[config.mk]
export PLATFORM = sky130hd
export DESIGN_NAME = mips_mem_initiator
export DESIGN_NICKNAME = d
export VERILOG_FILES = /design/src/rtl/mips_mem_initiator.sv
export SDC_FILE = /design/constraint.sdc
export NUM_CORES = 1
export LEC_CHECK = 0
export ABC_CLOCK_PERIOD_IN_PS = 4000
export BUFFER_PORTS_ARGS = -buffer_cell sky130_fd_sc_hd__clkbuf_2
export CAP_MARGIN = 5
export CORE_MARGIN = 5
export CORE_UTILIZATION = 45
export DETAILED_ROUTE_END_ITERATION = 12
export GPL_TIMING_DRIVEN = 0
export PLACE_DENSITY_LB_ADDON = 0.3
export SETUP_SLACK_MARGIN = 0.1
export SLEW_MARGIN = 25
export SYNTH_ARGS = -nofsm -noshare
export SYNTH_HDL_FRONTEND = slang
export SYNTH_SLANG_ARGS = --single-unit
[constraint.sdc]
create_clock -name clk -period 4 [get_ports clk]
set_input_delay 0.8 -clock clk [delete_from_list [all_inputs] [get_ports clk]]
set_output_delay 0.8 -clock clk [all_outputs]
set_load 0.05 [all_outputs]
[src/rtl/mips_mem_initiator.sv]
// mips_mem_initiator: turns one CPU load/store into a single aligned word bus access
// with byte enables, then returns extended load data or store completion.
module mips_mem_initiator #(
    parameter int READ_LATENCY = 1
) (
    input  logic        clk,
    input  logic        reset,
    input  logic        req_valid,
    output logic        req_ready,
    input  logic [3:0]  req_op,
    input  logic [31:0] req_addr,
    input  logic [31:0] req_wdata,
    output logic        resp_valid,
    output logic [31:0] resp_rdata,
    output logic        resp_err,
    output logic [31:0] address,
    output logic        write,
    output logic        read,
    output logic [3:0]  byteenable,
    output logic [31:0] writedata,
    input  logic [31:0] readdata,
    input  logic        waitrequest
);
    localparam logic [1:0] IDLE = 2'd0, ISSUE = 2'd1, WAIT_DATA = 2'd2, RESP = 2'd3;
    logic [1:0]  state_q, state_d;
    logic [3:0]  op_q, op_d;
    logic [31:0] addr_q, addr_d, wdata_q, wdata_d, rdata_q, rdata_d;
    logic        err_q, err_d;
    logic [2:0]  cnt_q, cnt_d;
    logic        req_bad, is_store;
    logic [1:0]  size, lane;
    logic [3:0]  be;
    logic [31:0] wd_lane, rd_shift, rd_ext;

    assign is_store = op_q[3];
    assign size     = op_q[1:0];
    assign lane     = addr_q[1:0];
    assign req_bad  = !(req_op inside {4'd0, 4'd1, 4'd3, 4'd4, 4'd5, 4'd8, 4'd9, 4'd11})
                   || (req_op[1:0] == 2'd1 && req_addr[0])
                   || (req_op[1:0] == 2'd3 && req_addr[1:0] != 2'd0);

    assign be       = size == 2'd0 ? 4'b0001 << lane
                    : size == 2'd1 ? (lane[1] ? 4'b1100 : 4'b0011) : 4'b1111;
    assign wd_lane  = size == 2'd0 ? {24'd0, wdata_q[7:0]} << {lane, 3'b000}
                    : size == 2'd1 ? (lane[1] ? {wdata_q[15:0], 16'd0} : {16'd0, wdata_q[15:0]})
                    : wdata_q;
    // op_q[2] marks the unsigned load variants
    assign rd_shift = readdata >> {lane, 3'b000};
    assign rd_ext   = size == 2'd0 ? {{24{rd_shift[7] & ~op_q[2]}}, rd_shift[7:0]}
                    : size == 2'd1 ? {{16{rd_shift[15] & ~op_q[2]}}, rd_shift[15:0]}
                    : readdata;

    assign req_ready  = state_q == IDLE;
    assign resp_valid = state_q == RESP;
    assign resp_rdata = resp_valid ? rdata_q : '0;
    assign resp_err   = resp_valid & err_q;
    assign address    = state_q == ISSUE ? {addr_q[31:2], 2'b00} : '0;
    assign byteenable = state_q == ISSUE ? be : '0;
    assign read       = state_q == ISSUE && !is_store;
    assign write      = state_q == ISSUE && is_store;
    assign writedata  = write ? wd_lane : '0;

    always_comb begin
        state_d = state_q;
        op_d    = op_q;
        addr_d  = addr_q;
        wdata_d = wdata_q;
        rdata_d = rdata_q;
        err_d   = err_q;
        cnt_d   = cnt_q;
        if (state_q == IDLE && req_valid) begin
            op_d    = req_op;
            addr_d  = req_addr;
            wdata_d = req_wdata;
            err_d   = req_bad;
            rdata_d = '0;
            state_d = req_bad ? RESP : ISSUE;
        end
        if (state_q == ISSUE && !waitrequest) begin
            state_d = is_store ? RESP : WAIT_DATA;
            cnt_d   = 3'(READ_LATENCY);
        end
        // readdata is valid on the edge where the countdown reaches zero
        if (state_q == WAIT_DATA) begin
            cnt_d = cnt_q - 3'd1;
            if (cnt_q == 3'd1) begin
                rdata_d = rd_ext;
                state_d = RESP;
            end
        end
        if (state_q == RESP) state_d = IDLE;
    end

    always_ff @(posedge clk) begin
        if (reset) begin
            state_q <= IDLE;
            op_q    <= '0;
            addr_q  <= '0;
            wdata_q <= '0;
            rdata_q <= '0;
            err_q   <= 1'b0;
            cnt_q   <= '0;
        end else begin
            state_q <= state_d;
            op_q    <= op_d;
            addr_q  <= addr_d;
            wdata_q <= wdata_d;
            rdata_q <= rdata_d;
            err_q   <= err_d;
            cnt_q   <= cnt_d;
        end
    end
endmodule

Yosys cells after proc, flatten, opt, wreduce, memory -nomap -nowiden. Index checks and enable logic that the tools add are counted.

Register bits after elaboration: 106. Output and inout port bits: 105. Logic and storage cells: 70.

$add $sub $neg: 1. Equality and inequality tests: 14. Shift-type cells: 3. Mux-type cells: 23. Bitwise gates (word level): 4. Reduce and logical (&&, ||, !) cells: 18.

Operator list (number): 32-bit two-way mux (11); 8-bit by 5-bit left shift with 32-bit output (1); 32-bit by 5-bit >> shifter with 16-bit output (1); 4-bit two-way mux (4); 4-bit == test, second input constant (3); 2-bit two-way mux (5); 4-bit by 3-bit == test with 1-bit output, second input constant (2); 8-bit nonzero test (1); 2-bit by 1-bit == test with 1-bit output, second input constant (3); 2-bit == test, second input constant (3); 1-bit logical AND (6); 3-bit two-way mux (2); 4-bit by 1-bit == test with 1-bit output, second input constant (1); 4-bit by 2-bit == test with 1-bit output, second input constant (1); 2-bit logical NOT (2); 4-bit logical NOT (1); 2-bit nonzero test (2); 1-bit by 2-bit left shift with 4-bit output, first input constant (1); 1-bit AND (3); 3-bit by 1-bit == test with 1-bit output, second input constant (1); 1-bit logical NOT (3); 3-bit by 1-bit subtractor with 3-bit output, second input constant (1); 1-bit logical OR (2); 2-bit OR reduction (1); 2 further kinds (2).

Logic depth before layout (Yosys ltp).
Depth after elaboration: 10. Mapped depth: 8. Gate-level depth less buffers: 6.

Worst setup path before layout. OpenSTA, ideal clock, no wires.

Path kind: reg-to-output. From: reg state_q[1]. To: out writedata[16]. Arrival: 1982 ps. Data required time: 3200 ps. Setup slack: 1218 ps. Stages on the path, launching flop included: 6. Buffers on the path: 0. Path through: dfxtp_1 > and2b_1 > nand2_1 > inv_1 > nand2_1 > nor2_1.

Word-level cells in the longest chain between the ends: 3.

Ends and longest elaborated chain: start, declared (line 25) `logic [1:0] state_q, state_d;`; start signal, assigned (line 104) `state_q <= state_d;`; 2-bit by 1-bit == test with 1-bit output (line 60) `assign write = state_q == ISSUE && is_store;`; 1-bit logical AND (line 60); net write (line 17) `output logic write,`; 32-bit two-way mux (line 61) `assign writedata = write ? wd_lane : '0;`; end, declared (line 20) `output logic [31:0] writedata,`.

The timed path passes the listed nets, and every way through them passes these cells.

Worst setup path in the final report.
From: reg addr_q[1]. To: out byteenable[3].

Word-level cells in the longest chain between the ends: 4.

Ends and longest elaborated chain: start, declared (line 27) `logic [31:0] addr_q, addr_d, wdata_q, wdata_d, rdata_q, rdata_d;`; start signal, assigned (line 106) `addr_q <= addr_d;`; 4-bit two-way mux (2 in a row) (line 43) `: size == 2'd1 ? (lane[1] ? 4'b1100 : 4'b0011) : 4'b1111;`; 4-bit two-way mux (*) (line 42) `assign be = size == 2'd0 ? 4'b0001 << lane`; 4-bit two-way mux (*) (line 58) `assign byteenable = state_q == ISSUE ? be : '0;`; end, declared (line 19) `output logic [3:0] byteenable,`.

Every way passes the cells marked *; elsewhere a longest branch is shown, timed or not.

==> summary.md <==
| Metric | Value |
|---|---|
| Status | finished clean |
| Core outline area | 12010 sq um |
| Crit path DAT | 2290 ps |
| Synthesized cell area | 5525 sq um |
| Post-CTS Repair Setup Buffers | 0 |
| LEAKAGE | 3.167 nW |
| Main synth FF type | dfxtp_1 |
| Hold_sp | addr_q[15] |
| Antenna cells | 0 |
| Type of the worst min-delay path | reg -> reg |
| Required @ worst endpoint | 3200 ps |
| Async SR Flop Fraction | 0% |
| Post-Syn Area per Cell | 7.559 sq um |
| # IOs | 209 |
| Setup-failing EPs final | 0 |
| Vias in the first global route | 5658 |
| Final Hold Vio Count | 0 |
| Worst-margin pin slew | 720.7 ps |
| R2r startpoint | op_q[0] |
| Post-CTS sizing | 0 |
| Via count | 6127 |
| DR DRC count | 0 |
| Die X | 120.8 um |
| H-Tree Depth | 3 |
| FP Rows | 40 |
| Worst path bufs/invs | 5 |
| DRT iter0 DRCs | 546 |
| First-pass GRT wire length | 28610 um |
| Fill count | 1190 |
| Worst Clk Skew | 10.67 ps |
| RSZ-0062 raised after global routing | no |
| Setup Slack @ Placement | 1336 ps |
| CP Launch Type | flip-flop |
| Mean number of vias per cell | 5.570 |
| Ranking of synthesized cells by area | dfxtp_1 38%, nand2_1 12%, a21oi_1 10% |
| CP Launch Point | addr_q[1] |
| Final Worst Setup Slack | 914.9 ps |
| Setup_tns | 0 ps |
| Synth unique cells | 49 |
| Starting density of the core | 46.00% |
| Wirelength, routed | 18250 um |
| Worst setup EP type | output port |
| Largest net degree at the start of global routing | 19 |
| Buffers on Ports | 205 |
| CP max stage cell | clkbuf_2 |
| Crit share post-route | 77.13% |
| CTS tree | built |
| Clock Latency Late Sink | 350 ps |
| Synth top area share | 38.41% |
| Final Slew Violations | 0 |
| F_max | 324.1 MHz |
| Share of cells above drive strength 1 | 27.91% |
| Cell mode on critical path | buf_2 |
| Total grt overflow | 0 |
| Clock sink count | 106 |
| CP peak stage delay | 340 ps |
| Seq cells post-synth | 106 |
| # nets final | 1054 |
| Synth area leader | dfxtp_1 |
| Sequential share of the synthesized area | 38.41% |
| Clock-pin slew on the worst setup and hold paths | 70 ps |
| Crit Path Max Fanout | 10 |
| Total track usage | 24.62% |
| Clock root cell | clkbuf_16 |
| Placer Congestion | 0.9894 |
| WS Path Type | reg -> out |
| Clock Path Buffers | 2 |
| Slew HR | 51.85% |
| Wire per inst | 16.59 um |
| P&R area growth vs syn | 27.45% |
| Syn Inst Count | 731 |
| Synth warn | 0 |
| Hold-fix buffers at CTS | 0 |
| Max Cap Viol | 0 |
| Delay-heaviest family, CP | buffers and inverters |
| Drt pass-1 iters | 6 |
| Die Y | 120.8 um |
| DIE AREA | 14600 sq um |
| Number of enable flip-flop cells after synthesis | 0 |
| Fin crit period | 3085 ps |
| Pwr/cell area | 377.4 nW/um^2 |
| Antenna viol nets, final | 0 |
| Initial antenna violation count | 0 |
| Num CTS Buffers | 9 |
| Peak supply drop | 0.3051 mV |
| DP HPWL | 14160 um |
| Crit-path cells | buf_6 > buf_4 > buf_2 > buf_2 > o21ai_0 > a21oi_1 > clkbuf_2 |
-- sequential cells by signal, indices dropped and copies added (netlist names) --
register,cells
op_q,4
addr_q,32
rdata_q,32
state_q,2
wdata_q,32
err_q,1
cnt_q,3
-- worst reg2reg max path, stage by stage (launching register included) --
cell	delay [ps]
dfxtp_1	350
buf_4	190
nor3b_1	620
nor2b_1	210
a221oi_1	60
a211oi_1	250
-- final timing paths --
path	endpoint	depth (start not counted)	slack, ps
hold reg to reg	addr_q[15]	2	450
setup / recovery	byteenable[3]	7	910
hold / removal	addr_q[15]	2	450
setup reg to reg	rdata_q[13]	5	2240
-- cells by family (layout without fill, tap and decap cells) --
logic type      count (synthesis)  after routing  share of synthesized area, %
other cells                     1              2                       0.06787
mux                             9              9                         1.925
xor+xnor                        2              2                        0.3171
fa+ha+maj                       2              2                        0.4528
flops                         106            106                         38.41
buf+inv                        74            295                         6.046
simple gates                  332            332                         28.01
compound gates                205            205                         24.77
-- layer usage --
layer	up-vias	part of all wire, %	track usage, %
met5	-	0	0
met4	0	3.5	10.55
met3	54	9.4	6.782
met2	314	44	38.07
met1	2801	43	32.25
li1	2958	-	-
-- report_power, final --
| part | internal (mW) | switching, mW |
|---|---|---|
| combinational | 0.193 | 0.390 |
| clock | 0.490 | 0.410 |
| sequential | 1.13 | 0.0486 |
| total | 1.81 | 0.849 |
-- final cells by class --
cell class              instances  area (sq um)  share of cell area [%]
clock buffers                   9         225.2                   3.198
well taps                     147         183.9                   2.612
clock inverters                 7         77.57                   1.102
repair buffers                205          1026                   14.57
inverters                       8         30.03                  0.4264
flip-flops and latches        106          2122                   30.14
multi-input cells             552          3073                   43.64
plain buffers                  66         304.0                   4.318
-- placed cells by master, fill, tap and decap left out, types with 4 or more instances in the layout --
master       n
clkbuf_2   205
nand2b_1    16
a211oi_2    10
nor2_1      37
o211a_1      8
buf_2       15
dfxtp_1    106
nand3_1     17
a221o_1      5
a22oi_1     19
and3_1      33
o22ai_1      4
a211oi_1    10
clkbuf_16    9
buf_4        6
a311oi_1     7
and2_1      41
nand2_1    177
clkbuf_1    40
o21ai_0     14
inv_1        8
a21oi_1    112
mux2i_1      5
-- cell usage after synthesis, types with 2 or more instances --
cell type and n:
ha_1 2, nand2_1 177, a211oi_2 10, o221a_2 3, clkbuf_1 40, o211a_1 8, buf_1 3, a22oi_1 19
a2111oi_0 2, nand2b_1 16, inv_1 8, buf_6 2, buf_2 15, nand3_1 17, dfxtp_1 106, and2b_1 2
o22ai_1 4, buf_4 6, a211oi_1 10, nor2b_1 2, nor2_1 37, mux2i_1 5, mux2_2 3, a311oi_1 7
a221o_1 5, and3_1 33, a21oi_1 112, o22a_1 3, and2_1 41, o21ai_0 14
-- per-stage QoR --
| stage | cell area (sq um) | total power [mW] | instances | hold slack (ps) | utilization, % |
|---|---|---|---|---|---|
| floorplan | 5529 | 1.579 | 732 | 431.7 | - |
| global placement | 6739 | 1.771 | 1084 | 437.5 | 56.10 |
| detailed placement | 6739 | 1.776 | 1084 | 442.6 | 56.10 |
| CTS | 7042 | 2.672 | 1100 | 452.9 | 58.63 |
| global route | 7042 | 2.792 | 1100 | 470.1 | 58.63 |
| finish | 7042 | 2.658 | 1100 | 449.4 | 58.63 |
Note: power is estimated with default switching activity, not from simulation.
